File: config.mk
export PLATFORM = sky130hd
export DESIGN_NAME = ice_responder
export DESIGN_NICKNAME = d
export VERILOG_FILES = /design/src/rtl/ice_responder_pkg.sv /design/src/rtl/ice_responder.sv
export SDC_FILE = /design/constraint.sdc
export NUM_CORES = 1
export LEC_CHECK = 0
export CAP_MARGIN = 20
export CORE_UTILIZATION = 40
export CTS_CLUSTER_SIZE = 14
export DETAILED_ROUTE_END_ITERATION = 8
export PLACE_DENSITY = 0.65
export SYNTH_ARGS = -nofsm -noshare
export SYNTH_HDL_FRONTEND = slang
export SYNTH_SLANG_ARGS = --single-unit
File: constraint.sdc
create_clock -name CLK -period 4.7 [get_ports CLK]
set_clock_uncertainty 0.05 [all_clocks]
set_input_delay 0.705 -clock CLK [delete_from_list [all_inputs] [get_ports CLK]]
set_output_delay 0.705 -clock CLK [all_outputs]
set_load 0.05 [all_outputs]
File: src/rtl/ice_responder_pkg.sv
// Shared ICE bus definitions: command codes, response codes and responder FSM states.
// The ice initiator uses the same codes.
package ice_responder_pkg;

   typedef enum logic [2:0] {
      ST_IDLE,
      ST_EXEC,
      ST_RD_WAIT,
      ST_FILL,
      ST_RESPOND
   } state_t;

   localparam logic [7:0] CMD_IDLE     = 8'h00;
   localparam logic [7:0] CMD_PING     = 8'h01;
   localparam logic [7:0] CMD_SET_ADDR = 8'h02;
   localparam logic [7:0] CMD_VRAM_RD  = 8'h03;
   localparam logic [7:0] CMD_VRAM_WR  = 8'h04;
   localparam logic [7:0] CMD_HALT     = 8'h05;
   localparam logic [7:0] CMD_RUN      = 8'h06;
   localparam logic [7:0] CMD_READ_SW  = 8'h07;
   localparam logic [7:0] CMD_SET_LEN  = 8'h08;
   localparam logic [7:0] CMD_FILL     = 8'h09;

   localparam logic [7:0] RESP_NONE        = 8'h00;
   localparam logic [7:0] RESP_OK_BIT      = 8'h80;
   localparam logic [7:0] RESP_ERR_BADCMD  = 8'hEE;
   localparam logic [7:0] RESP_ERR_NOTHALT = 8'hEB;

   function automatic logic is_known_cmd(input logic [7:0] cmd);
      return (cmd >= CMD_PING) && (cmd <= CMD_FILL);
   endfunction

   function automatic logic is_vram_cmd(input logic [7:0] cmd);
      return (cmd == CMD_VRAM_RD) || (cmd == CMD_VRAM_WR) || (cmd == CMD_FILL);
   endfunction

endpackage

File: src/rtl/ice_responder.sv
// Target end of the ICE command bus: 4-phase handshake, CPU halt/run, VRAM peek/poke/fill.
// state      | meaning
// ST_IDLE    | waiting for CMD != 0, latches CMD and operand
// ST_EXEC    | decode and execute single-cycle commands, launch read/fill
// ST_RD_WAIT | VRAM read latency down-counter
// ST_FILL    | one WE pulse per cycle, down-counter on remaining words
// ST_RESPOND | RESP/TOICE held until CMD returns to 0
module ice_responder
   import ice_responder_pkg::*;
#(
   parameter int          ADDR_W       = 16,
   parameter int          DATA_W       = 3,
   parameter int          RD_LAT       = 1,
   parameter logic [15:0] VERSION      = 16'hC0DE,
   parameter bit          RESET_HALTED = 1'b0
) (
   input  logic              CLK,
   input  logic              I_NRESET,
   input  logic [7:0]        I_ICE_BUS_CMD,
   output logic [7:0]        O_ICE_BUS_RESP,
   input  logic [15:0]       I_ICE_BUS_FROMICE,
   output logic [15:0]       O_ICE_BUS_TOICE,
   output logic [ADDR_W-1:0] O_VBUS_ADDR,
   output logic              O_VBUS_WE,
   output logic [DATA_W-1:0] O_VBUS_DATA_TOVRAM,
   input  logic [DATA_W-1:0] I_VBUS_DATA_FROMVRAM,
   input  logic [3:0]        I_SW,
   output logic              O_CPU_HALT
);

   state_t            state, state_nxt;
   logic [7:0]        cmd_q, cmd_nxt;
   logic [15:0]       op_q, op_nxt;
   logic [ADDR_W-1:0] ptr, ptr_nxt;
   logic [15:0]       len, len_nxt;
   logic [15:0]       cnt, cnt_nxt;
   logic [7:0]        resp, resp_nxt;
   logic [15:0]       toice, toice_nxt;
   logic              halt, halt_nxt;
   logic              we;
   logic [7:0]        resp_ok;

   always_ff @(posedge CLK or negedge I_NRESET) begin
      if (!I_NRESET) begin
         state <= ST_IDLE;
         cmd_q <= CMD_IDLE;
         op_q  <= '0;
         ptr   <= '0;
         len   <= '0;
         cnt   <= '0;
         resp  <= RESP_NONE;
         toice <= '0;
         halt  <= RESET_HALTED;
      end else begin
         state <= state_nxt;
         cmd_q <= cmd_nxt;
         op_q  <= op_nxt;
         ptr   <= ptr_nxt;
         len   <= len_nxt;
         cnt   <= cnt_nxt;
         resp  <= resp_nxt;
         toice <= toice_nxt;
         halt  <= halt_nxt;
      end
   end

   always_comb begin
      state_nxt = state;
      cmd_nxt   = cmd_q;
      op_nxt    = op_q;
      ptr_nxt   = ptr;
      len_nxt   = len;
      cnt_nxt   = cnt;
      resp_nxt  = resp;
      toice_nxt = toice;
      halt_nxt  = halt;
      we        = 1'b0;
      resp_ok   = {1'b0, cmd_q[6:0]} | RESP_OK_BIT;

      case (state)
         ST_IDLE: begin
            if (I_ICE_BUS_CMD != CMD_IDLE) begin
               cmd_nxt   = I_ICE_BUS_CMD;
               op_nxt    = I_ICE_BUS_FROMICE;
               state_nxt = ST_EXEC;
            end
         end
         ST_EXEC: begin
            state_nxt = ST_RESPOND;
            resp_nxt  = resp_ok;
            if (!is_known_cmd(cmd_q)) begin
               resp_nxt = RESP_ERR_BADCMD;
            end else if (is_vram_cmd(cmd_q) && !halt) begin
               resp_nxt = RESP_ERR_NOTHALT;
            end else begin
               case (cmd_q)
                  CMD_PING:     toice_nxt = VERSION;
                  CMD_SET_ADDR: begin
                     ptr_nxt   = ADDR_W'(op_q);
                     toice_nxt = op_q;
                  end
                  CMD_VRAM_RD: begin
                     // address is already on the bus; wait out the read latency
                     resp_nxt  = RESP_NONE;
                     cnt_nxt   = 16'(RD_LAT - 1);
                     state_nxt = ST_RD_WAIT;
                  end
                  CMD_VRAM_WR: begin
                     we        = 1'b1;
                     ptr_nxt   = ptr + ADDR_W'(1);
                     toice_nxt = 16'(ptr);
                  end
                  CMD_HALT: begin
                     halt_nxt  = 1'b1;
                     toice_nxt = 16'd1;
                  end
                  CMD_RUN: begin
                     halt_nxt  = 1'b0;
                     toice_nxt = 16'd0;
                  end
                  CMD_READ_SW:  toice_nxt = {12'b0, I_SW};
                  CMD_SET_LEN: begin
                     len_nxt   = op_q;
                     toice_nxt = op_q;
                  end
                  CMD_FILL: begin
                     toice_nxt = len;
                     if (len != 16'd0) begin
                        resp_nxt  = RESP_NONE;
                        cnt_nxt   = len;
                        state_nxt = ST_FILL;
                     end
                  end
                  default: ;
               endcase
            end
         end
         ST_RD_WAIT: begin
            if (cnt == 16'd0) begin
               toice_nxt = 16'(I_VBUS_DATA_FROMVRAM);
               ptr_nxt   = ptr + ADDR_W'(1);
               resp_nxt  = resp_ok;
               state_nxt = ST_RESPOND;
            end else begin
               cnt_nxt = cnt - 16'd1;
            end
         end
         ST_FILL: begin
            we      = 1'b1;
            ptr_nxt = ptr + ADDR_W'(1);
            cnt_nxt = cnt - 16'd1;
            if (cnt == 16'd1) begin
               resp_nxt  = resp_ok;
               state_nxt = ST_RESPOND;
            end
         end
         ST_RESPOND: begin
            if (I_ICE_BUS_CMD == CMD_IDLE) begin
               resp_nxt  = RESP_NONE;
               state_nxt = ST_IDLE;
            end
         end
         default: state_nxt = ST_IDLE;
      endcase
   end

   assign O_ICE_BUS_RESP     = resp;
   assign O_ICE_BUS_TOICE    = toice;
   assign O_VBUS_ADDR        = ptr;
   assign O_VBUS_WE          = we;
   assign O_VBUS_DATA_TOVRAM = op_q[DATA_W-1:0];
   assign O_CPU_HALT         = halt;

endmodule

# Word-level counts from Yosys, hierarchy flattened
# Cells that the tools add are included.
[op_classes] bitwise_logic=1 order_cmp=2 n_reduce_logical=23 addsub=2 n_eq_ne=25 muxes=38
[ops] op="$mux W16" count=10
[ops] op="$pmux W16 S7" count=1
[ops] op="$pmux W16 S2" count=3
[ops] op="$pmux W16 S3" count=2
[ops] op="$mux W8" count=6
[ops] op="$eq A8 B3 Y1 const B" count=4
[ops] op="$pmux W8 S4" count=1
[ops] op="$mux W3" count=7
[ops] op="$add A16 B1 Y16 const B" count=1
[ops] op="$eq A16 B1 Y1 const B" count=1
[ops] op="$eq A8 B2 Y1 const B" count=2
[ops] op="$eq A8 B4 Y1 const B" count=2
[ops] op="$logic_not A16 Y1" count=1
[ops] op="$pmux W8 S2" count=1
[ops] op="$reduce_and A4 Y1" count=4
[ops] op="$reduce_bool A16 Y1" count=1
[ops] op="$sub A16 B1 Y16 const B" count=1
[ops] op="$pmux W3 S5" count=1
[ops] op="$ne A2 B2 Y1 const B" count=7
[ops] op="$reduce_and A5 Y1" count=2
[ops] op="$eq A8 B1 Y1 const B" count=1
[ops] op="$ge A8 B1 Y1 const B" count=1
[ops] op="$le A8 B4 Y1 const B" count=1
[ops] op="$logic_not A8 Y1" count=1
[ops] op="other kinds (21)" count=29
[totals] input_bits=33 reg_bits=100 word_cells=100

# Logic depth before layout (Yosys ltp)
# Gate-level depths: netlist (run 1).
[depth] word_depth=7 depth_mapped=10

# Least setup slack after synthesis (run 1)
# No wires, ideal clock.
[synth_timing] path_kind="register to output" start="register cmd_q[7]" end="output port O_VBUS_WE" path_slack_ns=1.512 required_ns=3.945 t_arrival_ns=2.433 path_stages_with_launch=7 path_cell_list="dfrtp_1 or4_1 buf_2 nor4_2 clkbuf_1 a21oi_1 nor2_1"
[synth_between] elab_chain_cells=7 elab_cells_between_ends=13 classes_between="order compare: 2; eq/ne: 3; mux: 4; reduce/logical: 4"
[synth_rtl] element="start, declared" line="ice_responder.sv:32" text="logic [7:0] cmd_q, cmd_nxt;"
[synth_rtl] element="start signal, assigned" line="ice_responder.sv:56" text="cmd_q <= cmd_nxt;"
[synth_rtl] element="parallel branches: the longest is 5 deep, another holds $ge A8 B1 Y1"
[synth_rtl] element="$mux W1 *" line="ice_responder.sv:91" text="if (!is_known_cmd(cmd_q)) begin"
[synth_rtl] element="$pmux W1 S2 *" line="ice_responder.sv:80" text="case (state)"
[synth_rtl] element="end, declared" line="ice_responder.sv:24" text="output logic O_VBUS_WE,"
# Mark *: on every way between the ends.

# Worst setup path after layout (run 1)
[layout_timing] start="register cmd_q[6]" end="output port O_VBUS_WE"
# Same word-level chain as after synthesis.

==> results of run 1 <==
## cells in the mapped netlist (7+ instances only)
cell      number  share of area
nor3_1        17          0.015
nor2_1        44          0.029
a21oi_1       56          0.050
dfrtp_1      100           0.45
a22oi_1       10          0.013
a21o_1         8          0.011
o31ai_1       15          0.020
clkbuf_1      19          0.013
nand2b_1       9          0.010
o21ai_0       31          0.028
o31ai_2        8          0.018
a22o_1        10          0.016
and3_1         8         0.0089
inv_1         11         0.0073
mux2_1         9          0.018
mux2_2        27          0.054
a32oi_1        7          0.011
a31oi_1        8         0.0089
o22ai_1        7         0.0078
o21ai_1       13          0.012
nor4_1        12          0.013
nand2_1       44          0.029
buf_2         10         0.0089
nand3_1       11         0.0098
## area by class of cell
cell class	instances	area [um2]
fillers	1281	6690
multi-input cells	430	2850
flip-flops and latches	100	2500
repair buffers	87	852
clock buffers	9	225
well taps	176	220
clock inverters	7	65.1
inverters	11	41.3
## metrics by stage
stage,hold WS [ns],area [um2],setup WS [ns],instances,power [mW]
2_1_floorplan,0.359,5620,1.51,585,2.52
3_3_place_gp,0.413,6430,0.984,800,3.00
3_5_place_dp,0.415,6440,0.870,801,3.03
4_1_cts,0.433,6730,0.460,817,3.79
5_1_grt,0.442,6760,0.160,820,3.99
6_report,0.428,6760,0.459,820,3.78
## logic make-up (layout without fill, tap and decap cells)
group,after synthesis,count (layout),share of synthesized area
fa+ha+maj,4,4,0.00890
xor+xnor,2,2,0.00312
buf+inv,55,114,0.0483
compound gates,210,210,0.258
simple gates,176,176,0.161
mux,38,38,0.0757
flops,100,100,0.445
## flip-flops by register name, summed over array words and instances, names as in the netlist, 3 cells and up
name,flops
O_ICE_BUS_TOICE,16
O_VBUS_ADDR,16
cnt,16
len,16
op_q,16
O_ICE_BUS_RESP,8
cmd_q,8
state,3
## routing by layer
layer | routed length (um) | part of all wire
met1 | 7490 | 0.47
met2 | 7330 | 0.46
met3 | 1020 | 0.063
met4 | 266 | 0.017
met5 | 0 | 0
## worst max-delay path, delay by kind of cell (launching register included)
family                 cells  cell delay, ns
DFF                        1            0.40
AOI/OAI and AO/OA          1            0.15
and+or+nand+nor            4            1.75
buffers and inverters      1            0.83
## cells in the final DEF, fill, tap and decap left out, types with 4 or more instances in the layout
master             n
o21ai_0           31
a2bb2oi_1          4
nand2b_1           9
or4_1              4
a221o_1            5
buf_4              8
and3_1             8
a21oi_1           56
inv_1             11
a21o_1             8
a31oi_1            8
o21ai_1           13
a22oi_1           10
o22ai_1            7
clkdlybuf4s50_1   76
mux2_1             9
nor2_1            44
mux2_2            27
a22o_1            10
o31ai_1           15
dfrtp_1          100
o31ai_2            8
nand3_1           11
nor3_1            16
nor4_1            12
a211oi_1           4
clkbuf_16          9
and2_1             4
a211oi_2           5
ha_1               4
nand2_1           44
a32oi_1            7
## power groups by stage
stage          registers, mW  logic (mW)  clock network, mW
6_report                1.45        1.59              0.740
5_1_grt                 1.49        1.70              0.799
4_1_cts                 1.44        1.58              0.767
3_5_place_dp            1.45        1.58                  0
3_3_place_gp            1.44        1.56                  0
2_1_floorplan           1.65       0.873                  0
## final timing paths
kind	slack (ns)	to
max	0.46	O_VBUS_WE
max in group asynchronous	3.21	op_q[7]
min reg2reg	0.43	O_ICE_BUS_TOICE[3]
max reg2reg	1.13	cnt[2]
min	0.43	O_ICE_BUS_RESP[7]
min in group CLK	0.43	O_ICE_BUS_TOICE[3]
==> flow_metrics.tcl, run 1 <==
set metrics [dict create \
    status "finished clean" \
    routed_wl_mm 16.1 \
    htree_levels 3 \
    viasPerCell 6.08 \
    clock_path_buffers 2 \
    path_cells "nor4_1, nand3_1, nor2_1, a21oi_1, nor2_1, clkdlybuf4s50_1" \
    worst-setup-path-type "register to primary output" \
    setup_viol 0 \
    p_clk_frac 0.196 \
    rows 42 \
    nets 676 \
    drtIter0Drc 487 \
    arrival_ns 3.49 \
    overflow 0 \
    met1_usage 0.330 \
    die_area_um2 14500 \
    rsz0062_at_grt "no" \
    cts_tree "built" \
    post-route-util 0.503 \
    fin_tns_setup_ns 0 \
    synth_fp_nets 622 \
    power.switching_mw 1.72 \
    synth_edf_count 0 \
    pwr-share-comb 0.421 \
    pin_count 78 \
    ir_drop_mv 0.314 \
    busiest_layer "met2" \
    ys_warn_count 0 \
    grt_start_max_net_pins 70 \
    postSynthAreaPerCell_um2 9.61 \
    synthArstFlopShare 1.00 \
    initial_core_util 0.418 \
    cts.clk_slew.worst_paths_ns 0.07 \
    crit-reg2reg-launch "cmd_q[7]" \
    fin_crit_ns 4.24 \
    slowest_delay_ns 0.83 \
    core_area_um2 13500 \
    met2_usage 0.352 \
    finalCritPeriodShare 0.902 \
    finalHoldViolCount 0 \
    power_density_nw_per_um2 560 \
    synthFlopType "dfrtp_1" \
    slew_headroom 0.353 \
    die_w_um 121 \
    p_leak_nw 2.79 \
    dr.pass1.iters 5 \
    gp_congestion 0.850 \
    worst_path_most_repeated_cell "nor2_1" \
    post_synth_num_cell_types 64 \
    diodes 0 \
    gr-usage-met3 0.0439 \
    worst_setup_path_end_kind "primary output" \
    drcViolationCount 0 \
    cts.sinks 100 \
    p_sw_frac 0.455 \
    worst_slew_pin_slew_ns 0.965 \
    hp-class "primary input to asynchronous set/reset pin" \
    p_int_mw 2.06 \
    fmax_mhz 236 \
    start_kind "register" \
    syn_inst 585 \
    cts_root_buf "clkbuf_16" \
    crit_start "cmd_q[6]" \
    cts_buffers 9 \
    grt_pass1_vias 4690 \
    ys_seq_area_frac 0.445 \
    hold_buffers 0 \
    reg2regPathDepth 6 \
    crit_required_ns 3.94 \
    cts_setup_buffers 0 \
    drive_gt1_frac 0.126 \
    cap_violations 0 \
    antenna_found_initial 0 \
    syn2layout_area_growth_pct 20.2 \
    syn_area_um2 5620 \
    vias 4989 \
    crit_path_top_delay_cell "clkdlybuf4s50_1" \
    ys_ff_latch 100 \
    grt_pass1_wl_mm 25.7 \
    drv_slew 0 \
    die_h_um 121 \
    final_antenna_net_count 0 \
    cts.repair.resized 0 \
    clk_latency_ns 0.36 \
    dpl.hpwl_mm 11.4 \
    track_usage 0.231 \
    wl_per_cell_um 19.6 \
    power_frac_seq 0.383 \
    cp_max_fo 11 \
    port_buffers 77 \
]
(Power assumes the default switching activity.)
==> inputs of run 2 (changes only) <==
--- a/config.mk
+++ b/config.mk
@@ -9,7 +9,8 @@
 export CORE_UTILIZATION = 40
 export CTS_CLUSTER_SIZE = 14
 export DETAILED_ROUTE_END_ITERATION = 8
-export PLACE_DENSITY = 0.65
+export DONT_BUFFER_PORTS = 1
+export PLACE_DENSITY = 0.58
 export SYNTH_ARGS = -nofsm -noshare
 export SYNTH_HDL_FRONTEND = slang
 export SYNTH_SLANG_ARGS = --single-unit
==> run 2 against run 1 <==
Compared with the run above:
- core utilization decreased by 5.5 points
- flip-flop and latch count unchanged
- first-iteration DRC count shrank 14%
- critical endpoint unchanged
- sequential share of layout area increased by 4.6 points
- fmax is 13% higher
- global-route usage is 0.22 points lower
- via count is 5.6% lower
- die area did not move
- wire length is 1.5% lower
- sequential power up 31%
- combinational power fell by 43%
==> flow_metrics.tcl, run 2 (synthesis results as in run 1) <==
set metrics [dict create \
    status "finished clean" \
    arrival_ns 2.98 \
    fin_ws_ns 0.962 \
    path_cells "nor4_1, nand3_1, nor2_1, a21oi_1, nor2_1, buf_4" \
    drv_slew 0 \
    hp-class "primary input to asynchronous set/reset pin" \
    reg2regPathDepth 6 \
    worst_slew_pin_slew_ns 1.16 \
    clk_latency_ns 0.36 \
    reg2reg_slack_ns 1.09 \
    final_cell_mix "dfrtp_1, a21oi_1, nor2_1, nand2_1, o21ai_0" \
    drcViolationCount 0 \
    initial_core_util 0.418 \
    cts_setup_buffers 0 \
    pwr-share-comb 0.258 \
    hold_slack_ns 0.222 \
    timing.rr.end "cnt[6]" \
    slew_headroom 0.206 \
    wl_per_cell_um 21.3 \
    viasPerCell 6.34 \
    final_common_cell "dfrtp_1" \
    grt_pass1_wl_mm 25.3 \
    drive_gt1_frac 0.141 \
    pre_cts_ws_ns 1.15 \
    crit-reg2reg-launch "cmd_q[7]" \
    grt_start_max_net_pins 101 \
    overflow 0 \
    fmax_mhz 268 \
    final_antenna_net_count 0 \
    cts.clk_slew.worst_paths_ns 0.07 \
    die_h_um 121 \
    fillers 1319 \
    worst_path_most_repeated_cell "nor2_1" \
    rsz0062_at_grt "no" \
    grt_pass1_vias 4409 \
    worst-setup-path-type "register to primary output" \
    crit_required_ns 3.94 \
    track_usage 0.228 \
    crit_start "cmd_q[7]" \
    setup_viol 0 \
    p_leak_nw 2.51 \
    pin_count 78 \
    dr.pass1.iters 5 \
    crit_path_top_delay_cell "nor4_1" \
    die_area_um2 14500 \
    finalCritPeriodShare 0.795 \
    multi_input_area_um2 2850 \
    diodes 0 \
    fin_crit_ns 3.74 \
    hold_buffers 1 \
    slowest_delay_ns 0.72 \
    power_density_nw_per_um2 588 \
    clock_path_buffers 2 \
    dpl.hpwl_mm 11.2 \
    seq_area_um2 2500 \
    routed_wl_mm 15.9 \
    drtIter0Drc 421 \
    htree_levels 3 \
    ir_drop_mv 0.338 \
    cp_max_fo 11 \
    power_frac_seq 0.538 \
    gp_congestion 0.846 \
    cts.sinks 100 \
    antenna_found_initial 0 \
    power.switching_mw 1.68 \
    worst_setup_path_end_kind "primary output" \
    start_kind "register" \
    cts_root_buf "clkbuf_16" \
    die_w_um 121 \
    rows 42 \
    cts_buffers 9 \
    vias 4711 \
    p_clk_frac 0.204 \
    p_int_mw 1.86 \
    cts.repair.resized 0 \
    core_area_um2 13500 \
    finalHoldViolCount 0 \
    cap_violations 0 \
    fin_tns_setup_ns 0 \
    p_sw_frac 0.476 \
    port_buffers 0 \
    cts_tree "built" \
    syn2layout_area_growth_pct 7.05 \
    nets 599 \
]
==> run 2: how the worst max path moves through the flow <==
stage                      to  slack, ns  cells past startpoint
finish              O_VBUS_WE       0.96                      6
global route        O_VBUS_WE       0.68                      6
global placement       cnt[1]       1.25                      6
floorplan           O_VBUS_WE       1.51                      6
CTS                 O_VBUS_WE       0.99                      6
detailed placement     cnt[1]       1.15                      6
==> run 2: layout make-up <==
class / instances / share of cell area
Clock buffer: 10 / 0.0397
Clock inverter: 6 / 0.00790
Inverter: 11 / 0.00686
Multi-Input combinational cell: 430 / 0.474
Sequential cell: 100 / 0.416
Tap cell: 176 / 0.0366
Timing Repair Buffer: 10 / 0.0191
==> run 2: power groups by stage <==
stage	Combinational (mW)	Sequential, mW	Clock, mW
after CTS	0.880	1.90	0.735
after detailed placement	0.858	1.92	0
after global placement	0.841	1.91	0
final	0.913	1.90	0.724
after floorplan	0.873	1.65	0
after global routing	1.01	1.95	0.772
==> run 2: worst max-delay path, delay by kind of cell (launching register included) <==
kind                   cells  cell delay, ns
and+or+nand+nor            4            1.84
DFF                        1            0.39
AOI/OAI and AO/OA          1            0.17
buffers and inverters      1            0.22
==> run 2: per-layer routing <==
| layer | wire [um] | vias to the layer above | global-route usage | part of all wire |
|---|---|---|---|---|
| met5 | 0 | - | 0 | 0 |
| met4 | 353 | 0 | 0.0748 | 0.022 |
| met3 | 946 | 22 | 0.0542 | 0.060 |
| met2 | 7190 | 154 | 0.339 | 0.45 |
| met1 | 7360 | 2381 | 0.327 | 0.46 |
| li1 | - | 2154 | - | - |
==> run 2: through the flow <==
step / util / total power [mW] / cell area, um2 / std cells
after floorplan: - / 2.52 / 5620 / 585
after global placement: 0.422 / 2.75 / 5670 / 724
after detailed placement: 0.422 / 2.78 / 5670 / 724
after CTS: 0.445 / 3.52 / 5980 / 741
after global routing: 0.447 / 3.73 / 6020 / 743
final: 0.447 / 3.54 / 6020 / 743
